==> src/rtl/rx_samp_sched.sv <==
// rtl/rx_samp_sched.sv - round-robin scheduler for the rx sample-memory write port
//
// Purpose:
//   Shares the rx audio sample-memory write port among NCHAN DDC channels.
//   Per-channel sample-available pulses are latched as pending requests and
//   one enabled channel at a time is granted, round-robin. Each grant moves
//   three words (I, Q, third word). Completed rounds are counted, and buf_done
//   pulses once nrx_samps rounds have been written.
//
// Ports:
//   adc_clk     in   1       clock, all logic on posedge
//   reset       in   1       asynchronous active-high reset
//   chan_en     in   NCHAN   channel enable mask
//   nrx_samps   in   16      rounds per buffer (0 behaves as 1)
//   avail       in   NCHAN   per-channel new-sample pulse
//   clr_overrun in   1       clears the overrun flags
//   rd_sel      out  CHAN_W  granted channel index, held while idle
//   rd_getI     out  1       pop I word from the selected channel
//   rd_getQ     out  1       pop Q word from the selected channel
//   wr          out  1       sample memory write strobe
//   busy        out  1       a move is in progress
//   buf_done    out  1       one-cycle pulse when a buffer's rounds are written
//   count       out  16      rounds completed in the current buffer
//   overrun     out  NCHAN   sticky: avail while already pending
module rx_samp_sched #(
  parameter int NCHAN  = 8,
  parameter int CHAN_W = 3
) (
  input  logic              adc_clk,
  input  logic              reset,
  input  logic [NCHAN-1:0]  chan_en,
  input  logic [15:0]       nrx_samps,
  input  logic [NCHAN-1:0]  avail,
  input  logic              clr_overrun,
  output logic [CHAN_W-1:0] rd_sel,
  output logic              rd_getI,
  output logic              rd_getQ,
  output logic              wr,
  output logic              busy,
  output logic              buf_done,
  output logic [15:0]       count,
  output logic [NCHAN-1:0]  overrun
);

  typedef enum logic [2:0] {S_IDLE, S_W0, S_W1, S_W2, S_DONE} state_t;

  state_t            state_q, state_d;
  logic [NCHAN-1:0]  pending_q, pending_d;
  logic [NCHAN-1:0]  served_q, served_d;
  logic [NCHAN-1:0]  overrun_q, overrun_d;
  logic [CHAN_W-1:0] rr_ptr_q, rr_ptr_d;
  logic [CHAN_W-1:0] sel_q, sel_d;
  logic [15:0]       count_q, count_d;
  logic              buf_done_q, buf_done_d;
  logic              get_i_q, get_i_d;
  logic              get_q_q, get_q_d;
  logic              wr_q, wr_d;
  logic              busy_q, busy_d;

  logic [NCHAN-1:0]  req;
  logic [NCHAN-1:0]  grant_mask;
  logic [NCHAN-1:0]  served_sel;
  logic [CHAN_W:0]   scan_idx;
  logic [CHAN_W-1:0] pick;
  logic              pick_vld;
  logic              grant;
  logic              round_done;
  logic [16:0]       count_inc;
  logic [16:0]       limit;

  assign req = pending_q & chan_en;

  // Round-robin pick: first requester at or above rr_ptr, wrapping at NCHAN.
  always_comb begin
    pick     = '0;
    pick_vld = 1'b0;
    scan_idx = '0;
    for (int k = 0; k < NCHAN; k++) begin
      scan_idx = {1'b0, rr_ptr_q} + (CHAN_W+1)'(k);
      if (scan_idx >= (CHAN_W+1)'(NCHAN)) begin
        scan_idx = scan_idx - (CHAN_W+1)'(NCHAN);
      end
      if (!pick_vld && req[scan_idx[CHAN_W-1:0]]) begin
        pick_vld = 1'b1;
        pick     = scan_idx[CHAN_W-1:0];
      end
    end
  end

  assign grant      = (state_q == S_IDLE) && pick_vld;
  assign grant_mask = grant ? (NCHAN'(1) << pick) : '0;
  assign served_sel = served_q | (NCHAN'(1) << sel_q);
  // A channel whose enable dropped must not hold the round open, so only
  // enabled bits are compared.
  assign round_done = (served_sel & chan_en) == chan_en;
  assign count_inc  = {1'b0, count_q} + 17'd1;
  assign limit      = (nrx_samps == 16'd0) ? 17'd1 : {1'b0, nrx_samps};

  // FSM: state register
  always_ff @(posedge adc_clk or posedge reset) begin
    if (reset) begin
      state_q <= S_IDLE;
    end else begin
      state_q <= state_d;
    end
  end

  // FSM: next state
  always_comb begin
    state_d = state_q;
    case (state_q)
      S_IDLE:  if (pick_vld) state_d = S_W0;
      S_W0:    state_d = S_W1;
      S_W1:    state_d = S_W2;
      S_W2:    state_d = S_DONE;
      S_DONE:  state_d = S_IDLE;
      default: state_d = S_IDLE;
    endcase
  end

  // FSM: outputs, decoded from the next state so the registered strobes
  // line up with the state they belong to.
  always_comb begin
    get_i_d = (state_d == S_W0);
    get_q_d = (state_d == S_W1);
    wr_d    = (state_d == S_W0) || (state_d == S_W1) || (state_d == S_W2);
    busy_d  = (state_d != S_IDLE);
  end

  // Request, round and buffer bookkeeping.
  always_comb begin
    // New avail wins over the grant clear of the same cycle.
    pending_d  = (pending_q & ~grant_mask) | avail;
    overrun_d  = clr_overrun ? '0 : (overrun_q | (avail & pending_q & ~grant_mask));
    sel_d      = grant ? pick : sel_q;
    served_d   = served_q;
    rr_ptr_d   = rr_ptr_q;
    count_d    = count_q;
    buf_done_d = 1'b0;
    if (state_q == S_DONE) begin
      rr_ptr_d = (sel_q == CHAN_W'(NCHAN-1)) ? '0 : sel_q + CHAN_W'(1);
      if (round_done) begin
        served_d = '0;
        if (count_inc >= limit) begin
          buf_done_d = 1'b1;
          count_d    = '0;
        end else begin
          count_d = count_inc[15:0];
        end
      end else begin
        served_d = served_sel;
      end
    end
    served_d = served_d & chan_en;
  end

  always_ff @(posedge adc_clk or posedge reset) begin
    if (reset) begin
      pending_q  <= '0;
      served_q   <= '0;
      overrun_q  <= '0;
      rr_ptr_q   <= '0;
      sel_q      <= '0;
      count_q    <= '0;
      buf_done_q <= 1'b0;
      get_i_q    <= 1'b0;
      get_q_q    <= 1'b0;
      wr_q       <= 1'b0;
      busy_q     <= 1'b0;
    end else begin
      pending_q  <= pending_d;
      served_q   <= served_d;
      overrun_q  <= overrun_d;
      rr_ptr_q   <= rr_ptr_d;
      sel_q      <= sel_d;
      count_q    <= count_d;
      buf_done_q <= buf_done_d;
      get_i_q    <= get_i_d;
      get_q_q    <= get_q_d;
      wr_q       <= wr_d;
      busy_q     <= busy_d;
    end
  end

  assign rd_sel   = sel_q;
  assign rd_getI  = get_i_q;
  assign rd_getQ  = get_q_q;
  assign wr       = wr_q;
  assign busy     = busy_q;
  assign buf_done = buf_done_q;
  assign count    = count_q;
  assign overrun  = overrun_q;

endmodule

==> config.mk <==
export PLATFORM = sky130hd
export DESIGN_NAME = rx_samp_sched
export DESIGN_NICKNAME = d
export VERILOG_FILES = /design/src/rtl/rx_samp_sched.sv
export SDC_FILE = /design/constraint.sdc
export NUM_CORES = 1
export LEC_CHECK = 0
export ABC_AREA = 1
export BUFFER_PORTS_ARGS = -buffer_cell sky130_fd_sc_hd__clkbuf_2
export CAP_MARGIN = 10
export CORE_ASPECT_RATIO = 0.8
export CORE_MARGIN = 5
export CORE_UTILIZATION = 40
export CTS_CLUSTER_SIZE = 14
export DETAILED_ROUTE_END_ITERATION = 7
export GPL_TIMING_DRIVEN = 0
export SLEW_MARGIN = 40
export SYNTH_ARGS = -nofsm -noshare
export SYNTH_HDL_FRONTEND = slang
export SYNTH_SLANG_ARGS = --single-unit
==> constraint.sdc <==
create_clock -name adc_clk -period 3.5 [get_ports adc_clk]
set_input_delay 0.7 -clock adc_clk [delete_from_list [all_inputs] [get_ports adc_clk]]
set_output_delay 0.7 -clock adc_clk [all_outputs]
set_load 0.05 [all_outputs]
# ---- Yosys cells after proc, flatten, opt, wreduce, memory -nomap -nowiden
# Index checks and enable logic that the tools add are counted.
dict set report word_totals {
  reg_bits 54
  input_bits 35
  output_inout_bits 32
  word_cells 140
}
dict set report classes {
  addsub 17
  n_lt_le_gt_ge 17
  n_eq_ne 9
  n_shift 2
  muxes 52
  bitwise_logic 10
  reduce_logical 21
}
# op count
set op_table {}
lappend op_table {{3-bit two-way mux} 18}
lappend op_table {{8-bit bitwise AND} 6}
lappend op_table {{3-bit by 4-bit less-than comparator with 1-bit output, second input constant} 8}
lappend op_table {{16-bit two-way mux} 2}
lappend op_table {{8-bit two-way mux} 4}
lappend op_table {{4-bit >= comparator, second input constant} 7}
lappend op_table {{1-bit binary-select mux with 3-bit select} 8}
lappend op_table {{8-bit OR} 3}
lappend op_table {{3-bit by 1-bit subtractor with 3-bit output, second input constant} 8}
lappend op_table {{1-bit two-way mux} 19}
lappend op_table {{16-bit by 1-bit adder with 17-bit output, second input constant} 1}
lappend op_table {{17-bit by 16-bit >= comparator with 1-bit output} 1}
lappend op_table {{3-bit by 3-bit adder with 4-bit output, second input constant} 4}
lappend op_table {{16-bit zero test} 1}
lappend op_table {{1-bit by 3-bit << shifter with 8-bit output, first input constant} 2}
lappend op_table {{3-bit by 2-bit equality test with 1-bit output, second input constant} 4}
lappend op_table {{3-bit case mux with 4 select lines} 1}
lappend op_table {{3-bit by 2-bit adder with 4-bit output, second input constant} 2}
lappend op_table {{8-bit equality test} 1}
lappend op_table {{1-bit logical AND} 8}
lappend op_table {{8-bit inverter} 1}
lappend op_table {{1-bit zero test} 7}
lappend op_table {{3-bit by 1-bit equality test with 1-bit output, second input constant} 2}
lappend op_table {{3-bit equality test, second input constant} 2}
lappend op_table {{7 further kinds} 8}

# ---- Logic depth before layout (Yosys ltp)
# Gate-level depths: netlist of run 1.
dict set report logic_depth {
  ltp_word 32
  mapped_depth 23
}

# ---- Least setup slack after synthesis of run 1
# OpenSTA, ideal clock, no wires.
dict set report synth_timing {
  kind {register -> register}
  startpoint {register count_q[0], in the netlist count[0]}
  endpoint {register count_q[15], in the netlist count[15]}
  setup_ns 0.083
  t_arrival_ns 3.115
  path_slack_ns 0.302
  stages_incl_launch_ff 19
  path_buffers 1
  period_less_slack_ns 3.198
  cell_sequence {dfrtp_1 ha_1 nand2_1 nor2_1 nand3_1 nor3_2 xor2_1 ha_1 nand2_1 o21bai_1 nand4_1 a21oi_1 o21ai_0 a21oi_1 o21ai_0 a21boi_0 nand2_1 clkbuf_2 o21ai_0}
}
dict set report synth_between {
  elab_chain_len 3
}
# item line
set synth_lines {}
lappend synth_lines {{start: declaration} 53} ;# logic [15:0] count_q, count_d;
lappend synth_lines {{start signal: assignment} 176} ;# count_q <= count_d;
lappend synth_lines {{16-bit by 1-bit adder with 17-bit output *} 96} ;# assign count_inc = {1'b0, count_q} + 17'd1;
lappend synth_lines {{17-bit by 16-bit >= comparator with 1-bit output} 144} ;# if (count_inc >= limit) begin
lappend synth_lines {{16-bit two-way mux *} 144}
# Mark *: on every way between the ends. The rest lies on a longest branch, timed or not.
# A chain may end at the register's enable or synchronous reset.

# ---- Worst setup path in the final report of run 1
dict set report layout_timing {
  startpoint {register count_q[1], in the netlist count[1]}
  endpoint {register count_q[1], in the netlist count[1]}
}
# The elaborated chain is that of the path after synthesis.

==> results of run 1 <==
==> how the worst max path moves through the flow <==
stage	from	to	slack, ns	depth (start not counted)
4_1_cts	count[0]	count[1]	0.04	18
5_1_grt	count[1]	count[1]	0.01	19
3_3_place_gp	count[0]	count[3]	-0.01	17
2_1_floorplan	count[0]	count[15]	0.30	18
3_5_place_dp	count[0]	count[1]	-0.13	17
6_report	count[1]	count[1]	0.23	18
==> layout by cell type (no fill, tap or decap), types with 2 or more instances in the layout <==
master / instances
a211oi_1: 2
a21o_1: 5
a21oi_1: 24
a31oi_1: 2
buf_2: 2
buf_4: 6
buf_6: 3
clkbuf_1: 5
clkbuf_16: 5
clkbuf_2: 66
dfrtp_1: 52
dfrtp_2: 2
ha_1: 24
inv_1: 83
inv_2: 10
nand2_1: 153
nand2_2: 11
nand3_1: 50
nand3_2: 5
nand4_1: 12
nor2_1: 35
nor2_2: 4
nor2_4: 4
nor3_1: 3
nor3_4: 2
nor4_1: 4
o21ai_0: 33
o21ai_1: 5
o21bai_1: 5
xor2_1: 8
==> logic make-up (layout without fill, tap and decap cells) <==
| logic type | count (synthesis) | in the layout | share of synthesized area |
|---|---|---|---|
| flip-flops | 54 | 54 | 0.339 |
| XOR/XNOR | 10 | 10 | 0.0314 |
| AND/OR/NAND/NOR | 290 | 290 | 0.331 |
| adder cells (fa/ha/maj) | 25 | 25 | 0.0784 |
| buffers and inverters | 105 | 183 | 0.107 |
| AO/OA/AOI/OAI | 81 | 81 | 0.114 |
==> critical path, delay by kind of cell, from the launching register on <==
| kind | cells | cell delay [ns] |
|---|---|---|
| buf+inv | 1 | 0.19 |
| flops | 1 | 0.40 |
| xor+xnor | 1 | 0.22 |
| fa+ha+maj | 2 | 0.50 |
| compound gates | 7 | 1.02 |
| simple gates | 7 | 0.86 |
==> through the flow <==
step	power [uW]	setup TNS, ns
global placement	3280	-0.0466
finish	3790	0
CTS	3780	0
detailed placement	3300	-1.07
global route	4110	0
floorplan	2730	0
==> what timing repair did <==
| action | 4_1_cts | 5_1_grt |
|---|---|---|
| setup buffers | 0 | 5 |
| gates resized for setup | 4 | 16 |
| endpoints found under the setup margin | 10 | 17 |
| pin swaps | 0 | 5 |
==> power by group through the flow <==
| stage | clock (uW) | sequential, uW | combinational, uW |
|---|---|---|---|
| floorplan | 0 | 1070 | 1660 |
| global placement | 0 | 883 | 2390 |
| detailed placement | 0 | 891 | 2400 |
| CTS | 482 | 880 | 2420 |
| global route | 510 | 899 | 2700 |
| finish | 463 | 877 | 2450 |
==> registers in the layout, summed over array words and instances, names as in the netlist <==
register and flops:
count 16, overrun 8, pending_q 8, served_q 8
rd_sel 3, rr_ptr_q 3, state_q 3, buf_done 1
busy 1, rd_getI 1, rd_getQ 1, wr 1
==> routing by layer <==
layer | share of wire | GRT usage | vias to the layer above | wire [um]
met1 | 0.52 | 0.284 | 1763 | 5630
met3 | 0.050 | 0.0301 | 8 | 533
met5 | 0 | 0 | - | 0
li1 | - | - | 1972 | -
met2 | 0.42 | 0.259 | 75 | 4530
met4 | 0.0058 | 0.0258 | 0 | 62
==> cell usage after synthesis, types with 2 or more instances <==
cell,n,area share
ha_1,25,0.078
a21o_1,5,0.0094
buf_6,3,0.0085
nor2_1,37,0.035
clkbuf_1,3,0.0028
dfrtp_1,54,0.34
inv_2,9,0.0085
nor4_1,5,0.0078
clkbuf_2,2,0.0025
a31oi_1,2,0.0031
nand3_2,5,0.013
nand4_1,12,0.019
nand2_2,10,0.016
o21bai_1,5,0.0094
nor2_2,3,0.0047
a211oi_1,2,0.0038
a21oi_1,24,0.030
nor3_1,4,0.0050
nand3_1,51,0.064
nand2_1,154,0.14
o21ai_1,2,0.0025
inv_1,85,0.080
buf_2,2,0.0025
nor2_4,3,0.0085
o21ai_0,36,0.045
nor3_2,2,0.0050
xor2_1,8,0.018
==> cell type report <==
cell class | count | share of cell area
inverters | 94 | 0.0750
plain buffers | 11 | 0.0159
repair buffers | 71 | 0.0808
multi-input cells | 406 | 0.478
flip-flops and latches | 54 | 0.286
clock buffers | 7 | 0.0280
well taps | 136 | 0.0359
==> impl_metrics.env, run 1 <==
export IMPL_status="finished clean"
export IMPL_worstReg2RegStart="count[1]"
export IMPL_layout_drive_gt1_share=0.208
export IMPL_final_max_slew_viol_count=0
export IMPL_tightest_slew_ns=0.648
export IMPL_hold_class="in -> async"
export IMPL_grt_pass1_wl_mm=17.3
export IMPL_r2r_cells=18
export IMPL_die_h_um=99.3
export IMPL_drtIter0Drc=179
export IMPL_cts_root_buffer="clkbuf_16"
export IMPL_syn_inst=565
export IMPL_dp_cells=767
export IMPL_fillers=1036
export IMPL_multiInputGateArea_um2=2270
export IMPL_synth_seq_area_share=0.339
export IMPL_cts_hold_buf=0
export IMPL_worst_ep_arrival_time_ns=3.47
export IMPL_cp_slowest_cell="dfrtp_1"
export IMPL_cts_buffers=5
export IMPL_dp_hpwl_mm=8.73
export IMPL_utilization=0.489
export IMPL_dpl_cell_area_um2=4510
export IMPL_fin_crit_sh=0.933
export IMPL_max_freq_mhz=306
export IMPL_synth_nets=625
export IMPL_ant_nets=0
export IMPL_holdWs_ns=0.314
export IMPL_clock_path_buffers=2
export IMPL_p_leak_uw=0.00258
export IMPL_via_per_inst=4.90
export IMPL_reg2reg_to="count[1]"
export IMPL_antenna_found_initial=0
export IMPL_timing_worst_setup_path_type="reg -> reg"
export IMPL_overflow=0
export IMPL_num_vias=3818
export IMPL_p_per_area_nw_per_um2=800
export IMPL_power_frac_comb=0.646
export IMPL_timing_final_ws_setup_ns=0.233
export IMPL_hold_viol_final=0
export IMPL_crit_fanout=10
export IMPL_drtPass1Iterations=5
export IMPL_clk_pin_slew_ns=0.06
export IMPL_first_global_vias=3460
export IMPL_crit_chain="ha_2, nand2_1, nor2_4, nand3_4, nor3_4, xor2_1, ha_1, nand2_1, o21bai_1, nand4_1, a21oi_1, o21ai_0, a21oi_1, o21ai_0, a21boi_1, nand2_2, clkbuf_4, o21ai_0"
export IMPL_slew_headroom=0.567
export IMPL_start_util=0.412
export IMPL_internal_power_uw=1750
export IMPL_rrSetupSlack_ns=0.23
export IMPL_port_buffers=65
export IMPL_final_cells=779
export IMPL_die_w_um=122
export IMPL_wl_per_cell_um=13.8
export IMPL_p_seq_frac=0.232
export IMPL_yosysUniqueCellTypes=39
export IMPL_diodes=0
export IMPL_clock_sinks=54
export IMPL_area_growth_pct=18.7
export IMPL_tritoncts="yes"
export IMPL_async_flop_share=1.00
export IMPL_clock_skew_ns=0.00400
export IMPL_htree_num_levels=2
export IMPL_worstPathRequired_ns=3.71
export IMPL_synth_top_flop_cell="dfrtp_1"
export IMPL_synth_edf_count=0
export IMPL_routed_wl_mm=10.8
export IMPL_drc_errors=0
export IMPL_area_sequential_um2=1350
export IMPL_finalSetupViolCount=0
export IMPL_nets=703
export IMPL_period_minus_slack_ns=3.27
export IMPL_pre_cts_ws_ns=-0.129
export IMPL_num_rows=32
export IMPL_grt_max_degree=42
export IMPL_ys_ff_latch=54
export IMPL_pin_count=67
export IMPL_p_switching_uw=2040
export IMPL_rsz0062_at_grt="false"
export IMPL_clkPwrFrac=0.122
export IMPL_crit_path_end_kind="register"
export IMPL_max_stage_delay_ns=0.40
export IMPL_power_ir_vdd_worst_uv=391
export IMPL_insertion_delay_ns=0.29
export IMPL_stdcell_area_um2=4740
export IMPL_gp_congestion=0.894
export IMPL_max_cap_viol_count=0
export IMPL_yosysWarnings=0
export IMPL_worstSetupStartpointType="register"
export IMPL_die_area_um2=12100
export IMPL_swShare=0.539
export IMPL_grt_total_usage=0.179
export IMPL_syn_area_um2=3990
export IMPL_core_um2=9690
export IMPL_avgSynthCellArea_um2=7.06
export IMPL_crit_top_cell="o21ai_0"
Power figures use the tool's default switching activity.
==> run 2, diff against run 1 <==
--- a/config.mk
+++ b/config.mk
@@ -5,7 +5,7 @@
 export SDC_FILE = /design/constraint.sdc
 export NUM_CORES = 1
 export LEC_CHECK = 0
-export ABC_AREA = 1
+export ABC_AREA = 0
 export BUFFER_PORTS_ARGS = -buffer_cell sky130_fd_sc_hd__clkbuf_2
 export CAP_MARGIN = 10
 export CORE_ASPECT_RATIO = 0.8
@@ -14,6 +14,7 @@
 export CTS_CLUSTER_SIZE = 14
 export DETAILED_ROUTE_END_ITERATION = 7
 export GPL_TIMING_DRIVEN = 0
+export HOLD_SLACK_MARGIN = 0.05
 export SLEW_MARGIN = 40
 export SYNTH_ARGS = -nofsm -noshare
 export SYNTH_HDL_FRONTEND = slang
==> run 2 against run 1 <==
Compared with the run above:
- fmax is 4.7% lower
- synthesized area is 4.4% higher
- worst hold slack worse by 0.0023 ns
- via count is 1.1% higher
- combinational power is 34% higher
- sequential share of layout area is 2.1 points lower
- first-iteration DRC count is 82% higher
- setup slack worse by 0.16 ns
- count of clock-buffer cells in the layout is 2 lower
- critical endpoint is now overrun[0]
- largest power group unchanged
- highest routed layer unchanged
==> impl_metrics.env, run 2 <==
export IMPL_syn_inst=443
export IMPL_cts_root_buffer="clkbuf_16"
export IMPL_power_ir_vdd_worst_uv=430
export IMPL_first_global_vias=3715
export IMPL_num_rows=33
export IMPL_worstSetupStartpointType="register"
export IMPL_crit_fanout=17
export IMPL_dpl_cell_area_um2=4720
export IMPL_grt_pass1_wl_mm=19.6
export IMPL_htree_num_levels=2
export IMPL_stdcell_area_um2=5120
export IMPL_port_buffers=66
export IMPL_diodes=0
export IMPL_yosysMostFrequentCell="dfrtp_1"
export IMPL_via_per_inst=5.76
export IMPL_clk_pin_slew_ns=0.08
export IMPL_insertion_delay_ns=0.30
export IMPL_max_cap_viol_count=0
export IMPL_wl_per_cell_um=18.0
export IMPL_yosys_area_top_type_share=0.324
export IMPL_max_freq_mhz=292
export IMPL_tritoncts="yes"
export IMPL_slew_headroom=0.532
export IMPL_synth_common_cells="dfrtp_1 (54), inv_1 (36), nand2_1 (28)"
export IMPL_core_um2=10200
export IMPL_fin_crit_sh=0.979
export IMPL_yosysUniqueCellTypes=73
export IMPL_synth_nets=503
export IMPL_final_max_slew_viol_count=0
export IMPL_hold_viol_final=0
export IMPL_gp_congestion=0.946
export IMPL_die_area_um2=12600
export IMPL_yosysWarnings=0
export IMPL_synth_area_leaders="dfrtp_1 (32%), ha_1 (7.5%), mux4_2 (4.3%), inv_1 (3.2%), xnor2_1 (3.2%)"
export IMPL_async_flop_share=1.00
export IMPL_wl_met3_um=642
export IMPL_clock_path_buffers=2
export IMPL_cts_buffers=5
export IMPL_start_util=0.409
export IMPL_overflow=0
export IMPL_drtIter0Drc=325
export IMPL_area_sequential_um2=1360
export IMPL_drtPass1Iterations=4
export IMPL_crit_path_end_kind="register"
export IMPL_route_met2_wl_mm=5.36
export IMPL_final_cell_mix="clkbuf_2 (66), dfrtp_1 (51), inv_1 (33)"
export IMPL_rsz0062_at_grt="false"
export IMPL_avgSynthCellArea_um2=9.41
export IMPL_grt_total_usage=0.198
export IMPL_clock_skew_ns=0.00569
export IMPL_final_common_cell="clkbuf_2"
export IMPL_yosysTopAreaCell="dfrtp_1"
export IMPL_drc_errors=0
export IMPL_pin_count=67
export IMPL_hold_class="in -> async"
export IMPL_die_w_um=124
export IMPL_p_leak_uw=0.00227
export IMPL_top_layer_used="met4"
export IMPL_nets=589
export IMPL_synth_top_flop_cell="dfrtp_1"
export IMPL_layout_drive_gt1_share=0.287
export IMPL_ant_nets=0
export IMPL_p_per_area_nw_per_um2=925
export IMPL_ys_ff_latch=54
export IMPL_routed_wl_mm=12.1
export IMPL_num_vias=3861
export IMPL_antenna_found_initial=0
export IMPL_grt_max_degree=39
export IMPL_finalSetupViolCount=0
export IMPL_worst_ep_arrival_time_ns=3.62
export IMPL_synth_seq_area_share=0.324
export IMPL_clock_sinks=54
export IMPL_dp_hpwl_mm=9.25
export IMPL_cts_hold_buf=0
export IMPL_largest_reg_flops=16
export IMPL_syn_area_um2=4170
export IMPL_worstPathRequired_ns=3.70
export IMPL_timing_worst_setup_path_type="reg -> reg"
export IMPL_synth_edf_count=0
export IMPL_area_growth_pct=22.9
export IMPL_die_h_um=101
export IMPL_fillers=981
export IMPL_tightest_slew_ns=0.697
export IMPL_holdWs_ns=0.312
export IMPL_wl_met1_mm=5.97
export IMPL_period_minus_slack_ns=3.43
export IMPL_status="finished clean"
export IMPL_multiInputGateArea_um2=2700
run 2: cells by family (layout without fill, tap and decap cells):
family,Yosys count,in the layout,synth area share
xor+xnor,20,20,0.0438
flops,54,54,0.324
buf+inv,55,142,0.0621
simple gates,146,146,0.201
compound gates,127,127,0.224
fa+ha+maj,25,25,0.0751
mux,16,16,0.0702
run 2: power breakdown:
part,switching [uW],internal (uW),total (uW),leakage [uW]
registers,160,772,933,0.000667
clock network,253,275,528,0.0000763
logic,1970,1310,3280,0.00153
run 2: per-stage QoR:
step           setup WS (ns)  TNS (ns)  cells  total power, uW   util
3_5_place_dp          -0.406     -8.11    650             3860  0.463
2_1_floorplan         0.0148         0    443             3180      -
6_report              0.0732         0    670             4740  0.502
4_1_cts              -0.0127   -0.0127    665             4630  0.494
5_1_grt              0.00237         0    670             5050  0.502
3_3_place_gp          -0.365     -7.37    649             3830  0.460
run 2: cell type report:
class                   count  share of cell area
multi-input cells         334               0.526
flip-flops and latches     54               0.265
repair buffers             80              0.0887
well taps                 140              0.0342
inverters                  39              0.0313
plain buffers              15              0.0249
clock buffers               5              0.0244
clock inverters             3             0.00562
run 2: what timing repair did:
action	4_1_cts	5_1_grt
resized for setup	19	12
setup buffers	7	5
hold endpoints to repair	0	0
pin swaps	2	8
endpoints found under the setup margin	34	30
gates cloned	1	0
run 2: metal layers:
layer / track usage / vias to the layer above
met1: 0.310 / 1903
met2: 0.293 / 119
met4: 0.0387 / 0
li1: - / 1831
met3: 0.0240 / 8
met5: 0 / -
run 2: worst max-delay path: stages, from the launching register on:
cell and delay, ns:
dfrtp_1 0.40, buf_12 0.17, clkinvlp_4 0.12, ha_4 0.29, buf_6 0.14, mux4_1 0.59, or2_1 0.26, or3_1 0.37
a32o_2 0.30, o21a_4 0.16, o311a_1 0.33, o21a_1 0.17
run 2: worst paths after layout:
kind | from | to | slack, ns | cells after the start
worst min register to register | overrun[6] | overrun[6] | 0.52 | 2
min in group adc_clk | overrun[6] | overrun[6] | 0.52 | 2
max in group asynchronous | reset | count[2] | 2.70 | 3
worst min-delay path | reset | overrun[2] | 0.31 | 2
worst max register to register | rr_ptr_q[0] | overrun[0] | 0.07 | 11
worst max-delay path | rr_ptr_q[0] | overrun[0] | 0.07 | 11
